===== config.mk =====
export PLATFORM = sky130hd
export DESIGN_NAME = act_interp_scheduler
export DESIGN_NICKNAME = d
export VERILOG_FILES = /design/src/rtl/act_sched_pkg.sv /design/src/rtl/rr_arbiter.sv /design/src/rtl/act_interp_scheduler.sv
export SDC_FILE = /design/constraint.sdc
export NUM_CORES = 1
export LEC_CHECK = 0
export ABC_CLOCK_PERIOD_IN_PS = 4900
export BUFFER_PORTS_ARGS = -buffer_cell sky130_fd_sc_hd__buf_2
export CAP_MARGIN = 20
export CORE_MARGIN = 2
export CORE_UTILIZATION = 25
export CTS_CLUSTER_DIAMETER = 60
export DETAILED_ROUTE_END_ITERATION = 7
export PLACE_DENSITY_LB_ADDON = 0.25
export SLEW_MARGIN = 30
export SYNTH_ARGS = -nofsm -noshare
export SYNTH_HDL_FRONTEND = slang
export SYNTH_SLANG_ARGS = --single-unit

===== constraint.sdc =====
create_clock -name clk -period 4.9 [get_ports clk]
set_input_delay 0.98 -clock clk [delete_from_list [all_inputs] [get_ports clk]]
set_output_delay 0.98 -clock clk [all_outputs]
set_load 0.01 [all_outputs]

===== src/rtl/act_sched_pkg.sv =====
// act_sched_pkg: shared definitions for the activation interpolation scheduler.
//   ACT_DATA_W / ACT_FRAC_W : default Q4.4 data and fraction widths
//   state_t                 : scheduler FSM states
//   act_sext                : sign-extend a data word by FRAC_W bits
//   act_clamp               : saturate a wide signed sum to the data range
package act_sched_pkg;

    localparam int ACT_DATA_W = 8;
    localparam int ACT_FRAC_W = 4;
    localparam int ACT_EXT_W  = ACT_DATA_W + ACT_FRAC_W;
    localparam int ACT_WIDE_W = ACT_DATA_W + ACT_FRAC_W + 2;

    localparam logic signed [ACT_WIDE_W-1:0] ACT_MAX = ACT_WIDE_W'(2 ** (ACT_DATA_W - 1) - 1);
    localparam logic signed [ACT_WIDE_W-1:0] ACT_MIN = ACT_WIDE_W'(-(2 ** (ACT_DATA_W - 1)));

    typedef enum logic [2:0] {
        IDLE,
        RD_BASE,
        RD_NEXT,
        CALC,
        RESP
    } state_t;

    function automatic logic signed [ACT_EXT_W-1:0] act_sext(input logic [ACT_DATA_W-1:0] v);
        return {{ACT_FRAC_W{v[ACT_DATA_W-1]}}, v};
    endfunction

    function automatic logic [ACT_DATA_W-1:0] act_clamp(input logic signed [ACT_WIDE_W-1:0] v);
        if (v > ACT_MAX) begin
            return ACT_DATA_W'(ACT_MAX);
        end
        if (v < ACT_MIN) begin
            return ACT_DATA_W'(ACT_MIN);
        end
        return ACT_DATA_W'(v);
    endfunction

endpackage


===== src/rtl/rr_arbiter.sv =====
// rr_arbiter: round-robin arbiter over N_REQ requesters.
//   clk, rst : clock, asynchronous active-low reset
//   req      : request vector
//   adv      : advance strobe; when set with any request, pointer moves past the grant
//   grant    : one-hot grant to first requester at or after the pointer
//   ptr      : current round-robin pointer
module rr_arbiter #(
    parameter  int N_REQ = 4,
    localparam int PTR_W = $clog2(N_REQ)
) (
    input  logic             clk,
    input  logic             rst,
    input  logic [N_REQ-1:0] req,
    input  logic             adv,
    output logic [N_REQ-1:0] grant,
    output logic [PTR_W-1:0] ptr
);

    logic [PTR_W-1:0] ptr_nxt;
    logic             found;

    always_comb begin : pick
        int unsigned k;
        k       = 0;
        grant   = '0;
        ptr_nxt = ptr;
        found   = 1'b0;
        for (int unsigned i = 0; i < N_REQ; i++) begin
            k = (32'(ptr) + i) % N_REQ;
            if (!found && req[k]) begin
                grant[k] = 1'b1;
                found    = 1'b1;
                ptr_nxt  = PTR_W'((k + 1) % N_REQ);
            end
        end
    end

    always_ff @(posedge clk or negedge rst) begin
        if (!rst) begin
            ptr <= '0;
        end else if (adv && found) begin
            ptr <= ptr_nxt;
        end
    end

endmodule


===== src/rtl/act_interp_scheduler.sv =====
// act_interp_scheduler: time-shares one piecewise-linear activation datapath
// (signed Q4.4) between N_REQ requesters. Grants round-robin, reads two adjacent
// entries from an external synchronous LUT, interpolates, returns the result.
//   clk, rst   : clock, asynchronous active-low reset
//   req_valid  : per-requester request strobe
//   req_x      : per-requester x, lane i at [i*DATA_W +: DATA_W]
//   req_ready  : one-hot accept pulse in the grant cycle
//   lut_rd     : LUT read enable; lut_addr : LUT index; lut_data : entry, 1 cycle later
//   resp_valid : one-hot result valid for the granted lane, held until resp_ready
//   resp_ready : per-lane result accept (only the granted lane matters)
//   resp_y     : interpolated result
// Build option ACT_SAT_EN: widened difference and saturating sum instead of
// 8-bit wrapping arithmetic.
module act_interp_scheduler
    import act_sched_pkg::*;
#(
    parameter int N_REQ  = 4,
    parameter int DATA_W = ACT_DATA_W,
    parameter int FRAC_W = ACT_FRAC_W
) (
    input  logic                    clk,
    input  logic                    rst,
    input  logic [N_REQ-1:0]        req_valid,
    input  logic [N_REQ*DATA_W-1:0] req_x,
    output logic [N_REQ-1:0]        req_ready,
    output logic                    lut_rd,
    output logic [FRAC_W-1:0]       lut_addr,
    input  logic [DATA_W-1:0]       lut_data,
    output logic [N_REQ-1:0]        resp_valid,
    input  logic [N_REQ-1:0]        resp_ready,
    output logic [DATA_W-1:0]       resp_y
);

    localparam int PTR_W = $clog2(N_REQ);

    state_t             state, state_nxt;
    logic [N_REQ-1:0]   grant;
    logic [PTR_W-1:0]   rr_ptr;
    logic               adv;
    logic [DATA_W-1:0]  x_q, base_q, y_q, x_sel, y_calc;
    logic [FRAC_W-1:0]  idx, idx_nxt, rem;
    logic [PTR_W-1:0]   resp_lane;
    logic [N_REQ-1:0]   resp_oh;

    rr_arbiter #(.N_REQ(N_REQ)) u_arb (
        .clk   (clk),
        .rst   (rst),
        .req   (req_valid),
        .adv   (adv),
        .grant (grant),
        .ptr   (rr_ptr)
    );

    always_comb begin
        x_sel = '0;
        for (int unsigned i = 0; i < N_REQ; i++) begin
            if (grant[i]) begin
                x_sel = req_x[i*DATA_W +: DATA_W];
            end
        end
    end

    // Offset-binary index: idx 0 corresponds to x = -8.0.
    assign idx     = {~x_q[DATA_W-1], x_q[DATA_W-2:FRAC_W]};
    assign idx_nxt = (idx == '1) ? idx : idx + 1'b1;
    assign rem     = x_q[FRAC_W-1:0];

    // The pointer sits one past the granted lane for the whole job, so the
    // response lane is recovered from it rather than stored separately.
    always_comb begin
        resp_lane          = (rr_ptr == '0) ? PTR_W'(N_REQ - 1) : rr_ptr - 1'b1;
        resp_oh            = '0;
        resp_oh[resp_lane] = 1'b1;
    end

    // In CALC lut_data holds the next entry; it feeds y directly.
`ifdef ACT_SAT_EN
    localparam int DIFF_W = DATA_W + 1;
    localparam int WIDE_W = DATA_W + FRAC_W + 2;
    logic signed [DIFF_W-1:0] diff_w;
    logic signed [WIDE_W-1:0] prod_w;
    always_comb begin
        diff_w = DIFF_W'($signed(lut_data)) - DIFF_W'($signed(base_q));
        prod_w = WIDE_W'(diff_w) * WIDE_W'($signed({1'b0, rem}));
        y_calc = act_clamp(WIDE_W'($signed(base_q)) + (prod_w >>> FRAC_W));
    end
`else
    localparam int EXT_W = DATA_W + FRAC_W;
    logic signed [EXT_W-1:0] prod_e;
    always_comb begin
        prod_e = act_sext(lut_data - base_q) * EXT_W'($signed({1'b0, rem}));
        y_calc = DATA_W'(act_sext(base_q) + (prod_e >>> FRAC_W));
    end
`endif

    always_comb begin
        state_nxt  = state;
        adv        = 1'b0;
        req_ready  = '0;
        lut_rd     = 1'b0;
        lut_addr   = '0;
        resp_valid = '0;
        case (state)
            IDLE: begin
                if (|req_valid) begin
                    adv       = 1'b1;
                    req_ready = grant;
                    state_nxt = RD_BASE;
                end
            end
            RD_BASE: begin
                lut_rd    = 1'b1;
                lut_addr  = idx;
                state_nxt = RD_NEXT;
            end
            RD_NEXT: begin
                lut_rd    = 1'b1;
                lut_addr  = idx_nxt;
                state_nxt = CALC;
            end
            CALC: begin
                state_nxt = RESP;
            end
            RESP: begin
                resp_valid = resp_oh;
                if (|(resp_ready & resp_oh)) begin
                    state_nxt = IDLE;
                end
            end
            default: state_nxt = IDLE;
        endcase
    end

    always_ff @(posedge clk or negedge rst) begin
        if (!rst) begin
            state  <= IDLE;
            x_q    <= '0;
            base_q <= '0;
            y_q    <= '0;
        end else begin
            state <= state_nxt;
            if (state == IDLE && adv) begin
                x_q <= x_sel;
            end
            if (state == RD_NEXT) begin
                base_q <= lut_data;
            end
            if (state == CALC) begin
                y_q <= y_calc;
            end
        end
    end

    assign resp_y = y_q;

endmodule


==> impl_results.md <==
- Nets: between 600 and 700
- RSZ-0062 raised after global routing: true
- Worst r2r src: base_q[1]
- Slew HR: 54.0%
- Status: finished with violations
- Dpl hpwl: 7310 um
- GPL Wtd Cong: around 0.76
- Non-filler cells, final: 717
- Starting density of the core: about a quarter
- CP Launch Point: lut_data[1]
- Slack of the worst reg-to-reg path: -0.37 ns
- Clk buf depth: 2
- Number of synthesized flops with an enable pin: 0
- Critical path's slowest cell: fa_1
- FFs w/ async S/R, synth: 100%
- Post-Syn Nets: 522
- Minimum clock period: ~5.6 ns
- WHS: 0.479 ns
- Clock transition at path regs: 0.06 ns
- FF+latch count, synth: 29
- Clk_lat worst skew: 0.28 ns
- CTS tree: yes
- Die width: between 100 and 150 um
- CP max FO: 3
- Setup-failing EPs final: 5
- Cell Rows: 43
- Seq/Total Area, Yosys: 20.7%
- Hold path start: resp_y[2]
- Drt first pass iters: 4
- YS warnings: 0
- Layout cells sized above 1: between 30% and 40%
- Largest net degree at the start of global routing: 30
- Vias per cell: 4.46
- Violated checks: setup timing
- Violation count after the first detailed-route iteration: 65
- Transition time of the tightest slew-check pin: just under 0.7 ns
- Max stage delay on crit path: about 0.53 ns
- Core area: 13,800 um2
- Tcrit/Tclk final: 115%
- Hold crit path type: flop to flop
- Vias in the first global route: 3,217
- Synthesized area per cell: ~8.5 um2
- Worst Hold End: resp_y[2]
- # IOs: 71
- Final hold viol count: 0
- Fillers: 1,460
- Antenna violations before repair: 0
- ANT cells: 0
- Area of the multi-input gates: 2770 um2
- H-tree depth: 2
- Congestion Overflow GR: 0
- Worst EP required: around 5 ns
- Vias: 3,195
- Worst Setup End Kind: flop
- Fmax: 178 MHz
- Die footprint: between 10,000 and 15,000 um2
- Ys flop type: dfrtp_1
- Drt wl/cell: roughly 13 um
- I/O Buffers: 70
- GR Util All Layers: 12.6%
- CP Data Arrival Time: roughly 5.8 ns
- Reg-to-reg endpoint: resp_y[7]
- Die Span Y: 122 um
- Inst Count DP: approximately 700
- Routed WL: ~9100 um
- Final ANT Viol Nets: 0
- Setup ws final: -0.733 ns
- Register area: 726 um2
- Max Slew Vio Count: 0
- # DRC: 0
- Syn-to-layout area delta: 40.4%
- Max Cap Violations: 0
- Netlist Area Pre-Place: 3500 um2
- Cell count after synthesis: 414
- Worst Skew: between 0.004 and 0.005 ns
- TritonCTS buffer count: 5
- Clk root buf: clkbuf_16
- Sink Count: 29
- Hold depth: 2
- R2R depth: 31
- Element type at the critical path start: input pin
- First-pass GRT wire length: about 15,000 um
- Crit Path Category: input pin to flop
- Cts-stage hold buffer count: 0
- Yosys cell types: 50
[routing by layer]
layer	GRT usage (%)	wire (um)	vias to the layer above
li1	-	-	1638
met1	16.8	4340	1480
met2	21.4	4250	68
met3	2.23	386	9
met4	2.23	82	0
met5	0	0	-
[kinds of logic (layout without fill, tap and decap cells)]
group	Yosys count	in the layout	share of synthesized area, %
multiplexers	9	9	4.39
AO/OA/AOI/OAI	89	89	17.5
XOR/XNOR	25	25	6.25
buffers and inverters	71	194	8.07
AND/OR/NAND/NOR	133	133	18.7
flip-flops	29	29	20.7
adder cells (fa/ha/maj)	58	58	24.3
[through the flow]
step / worst slack [ns] / utilization (%) / area [um2] / TNS (ns)
after floorplan: -0.797 / - / 3600 / -1.50
after global placement: -1.26 / 32.6 / 4490 / -5.16
after detailed placement: -1.34 / 32.6 / 4490 / -5.60
after CTS: -0.740 / 35.1 / 4830 / -2.44
after global routing: -1.02 / 35.7 / 4920 / -3.52
final: -0.733 / 35.7 / 4920 / -2.12
[state kept, by name, summed over array words and instances, names as in the netlist]
signal     flops
state          3
resp_y         8
u_arb.ptr      2
base_q         8
x_q            8
[cell usage after synthesis, types with 2 or more instances]
| cell type | instances | area [um2] |
|---|---|---|
| o31a_1 | 2 | 17.5 |
| a22oi_1 | 8 | 60.1 |
| a21oi_1 | 22 | 110 |
| nor3_1 | 5 | 25.0 |
| o21a_1 | 3 | 22.5 |
| dfrtp_1 | 29 | 726 |
| nor2_1 | 25 | 93.8 |
| nor2b_1 | 6 | 37.5 |
| o21ai_0 | 26 | 130 |
| mux2_2 | 5 | 56.3 |
| a21o_1 | 5 | 37.5 |
| o221ai_1 | 8 | 70.1 |
| nand2b_1 | 2 | 12.5 |
| clkbuf_1 | 7 | 26.3 |
| buf_4 | 2 | 15.0 |
| o21bai_1 | 2 | 15.0 |
| xor2_1 | 5 | 43.8 |
| nand2_1 | 57 | 214 |
| nand3b_1 | 2 | 15.0 |
| xnor2_1 | 20 | 175 |
| mux4_1 | 2 | 52.6 |
| inv_1 | 60 | 225 |
| nand3_1 | 4 | 20.0 |
| mux4_2 | 2 | 45.0 |
| a211oi_1 | 2 | 15.0 |
| and2_1 | 22 | 138 |
| ha_1 | 41 | 513 |
| o21ai_1 | 2 | 10.0 |
| fa_1 | 17 | 340 |
[worst max-delay path: cells and delay by family]
kind | cells | cell delay, ns
adder cells (fa/ha/maj) | 5 | 1.75
AO/OA/AOI/OAI | 8 | 0.88
buffers and inverters | 7 | 0.80
XOR/XNOR | 5 | 0.72
AND/OR/NAND/NOR | 6 | 0.65
[layout by cell type, fill, tap and decap left out, types with 4 or more instances in the layout]
| master | netlist | layout |
|---|---|---|
| nor2_1 | 25 | 23 |
| nand2_1 | 57 | 55 |
| nor2b_1 | 6 | 5 |
| xor2_1 | 5 | 5 |
| ha_4 | 0 | 10 |
| o221ai_1 | 8 | 8 |
| a21o_1 | 5 | 5 |
| a22oi_1 | 8 | 8 |
| xnor2_2 | 0 | 5 |
| dfrtp_1 | 29 | 29 |
| fa_1 | 17 | 16 |
| a21oi_1 | 22 | 15 |
| xnor2_1 | 20 | 15 |
| ha_1 | 41 | 31 |
| nor3_1 | 5 | 4 |
| o21ai_1 | 2 | 7 |
| a21oi_2 | 0 | 4 |
| inv_1 | 60 | 54 |
| buf_4 | 2 | 54 |
| inv_2 | 0 | 5 |
| o21ai_0 | 26 | 20 |
| nand3_1 | 4 | 4 |
| mux2_2 | 5 | 5 |
| clkbuf_16 | 0 | 5 |
| buf_2 | 1 | 68 |
| and2_1 | 22 | 19 |
[worst max-delay path by stage]
stage / to / slack (ns) / cells past startpoint
final: resp_y[7] / -0.73 / 31
after global routing: resp_y[7] / -1.02 / 31
after CTS: resp_y[7] / -0.74 / 30
after detailed placement: resp_y[7] / -1.34 / 29
after global placement: resp_y[7] / -1.26 / 29
after floorplan: resp_y[7] / -0.80 / 26
[repair_timing]
item,in CTS,in global routing
buffers inserted,4,2
gates resized for setup,30,16
cloned,0,0
pin swaps,32,14
setup endpoints to repair,7,7
[cell type report]
type                    count  area share [%]
multi-input cells         314            56.4
repair buffers            126            16.3
flip-flops and latches     29            14.8
inverters                  60            4.83
well taps                 180            4.58
clock buffers               7            3.10
clock inverters             1           0.102
Power is left out: the tool's default activity adds up to more than one toggle a clock period on the data nets, which glitch-free logic cannot reach.
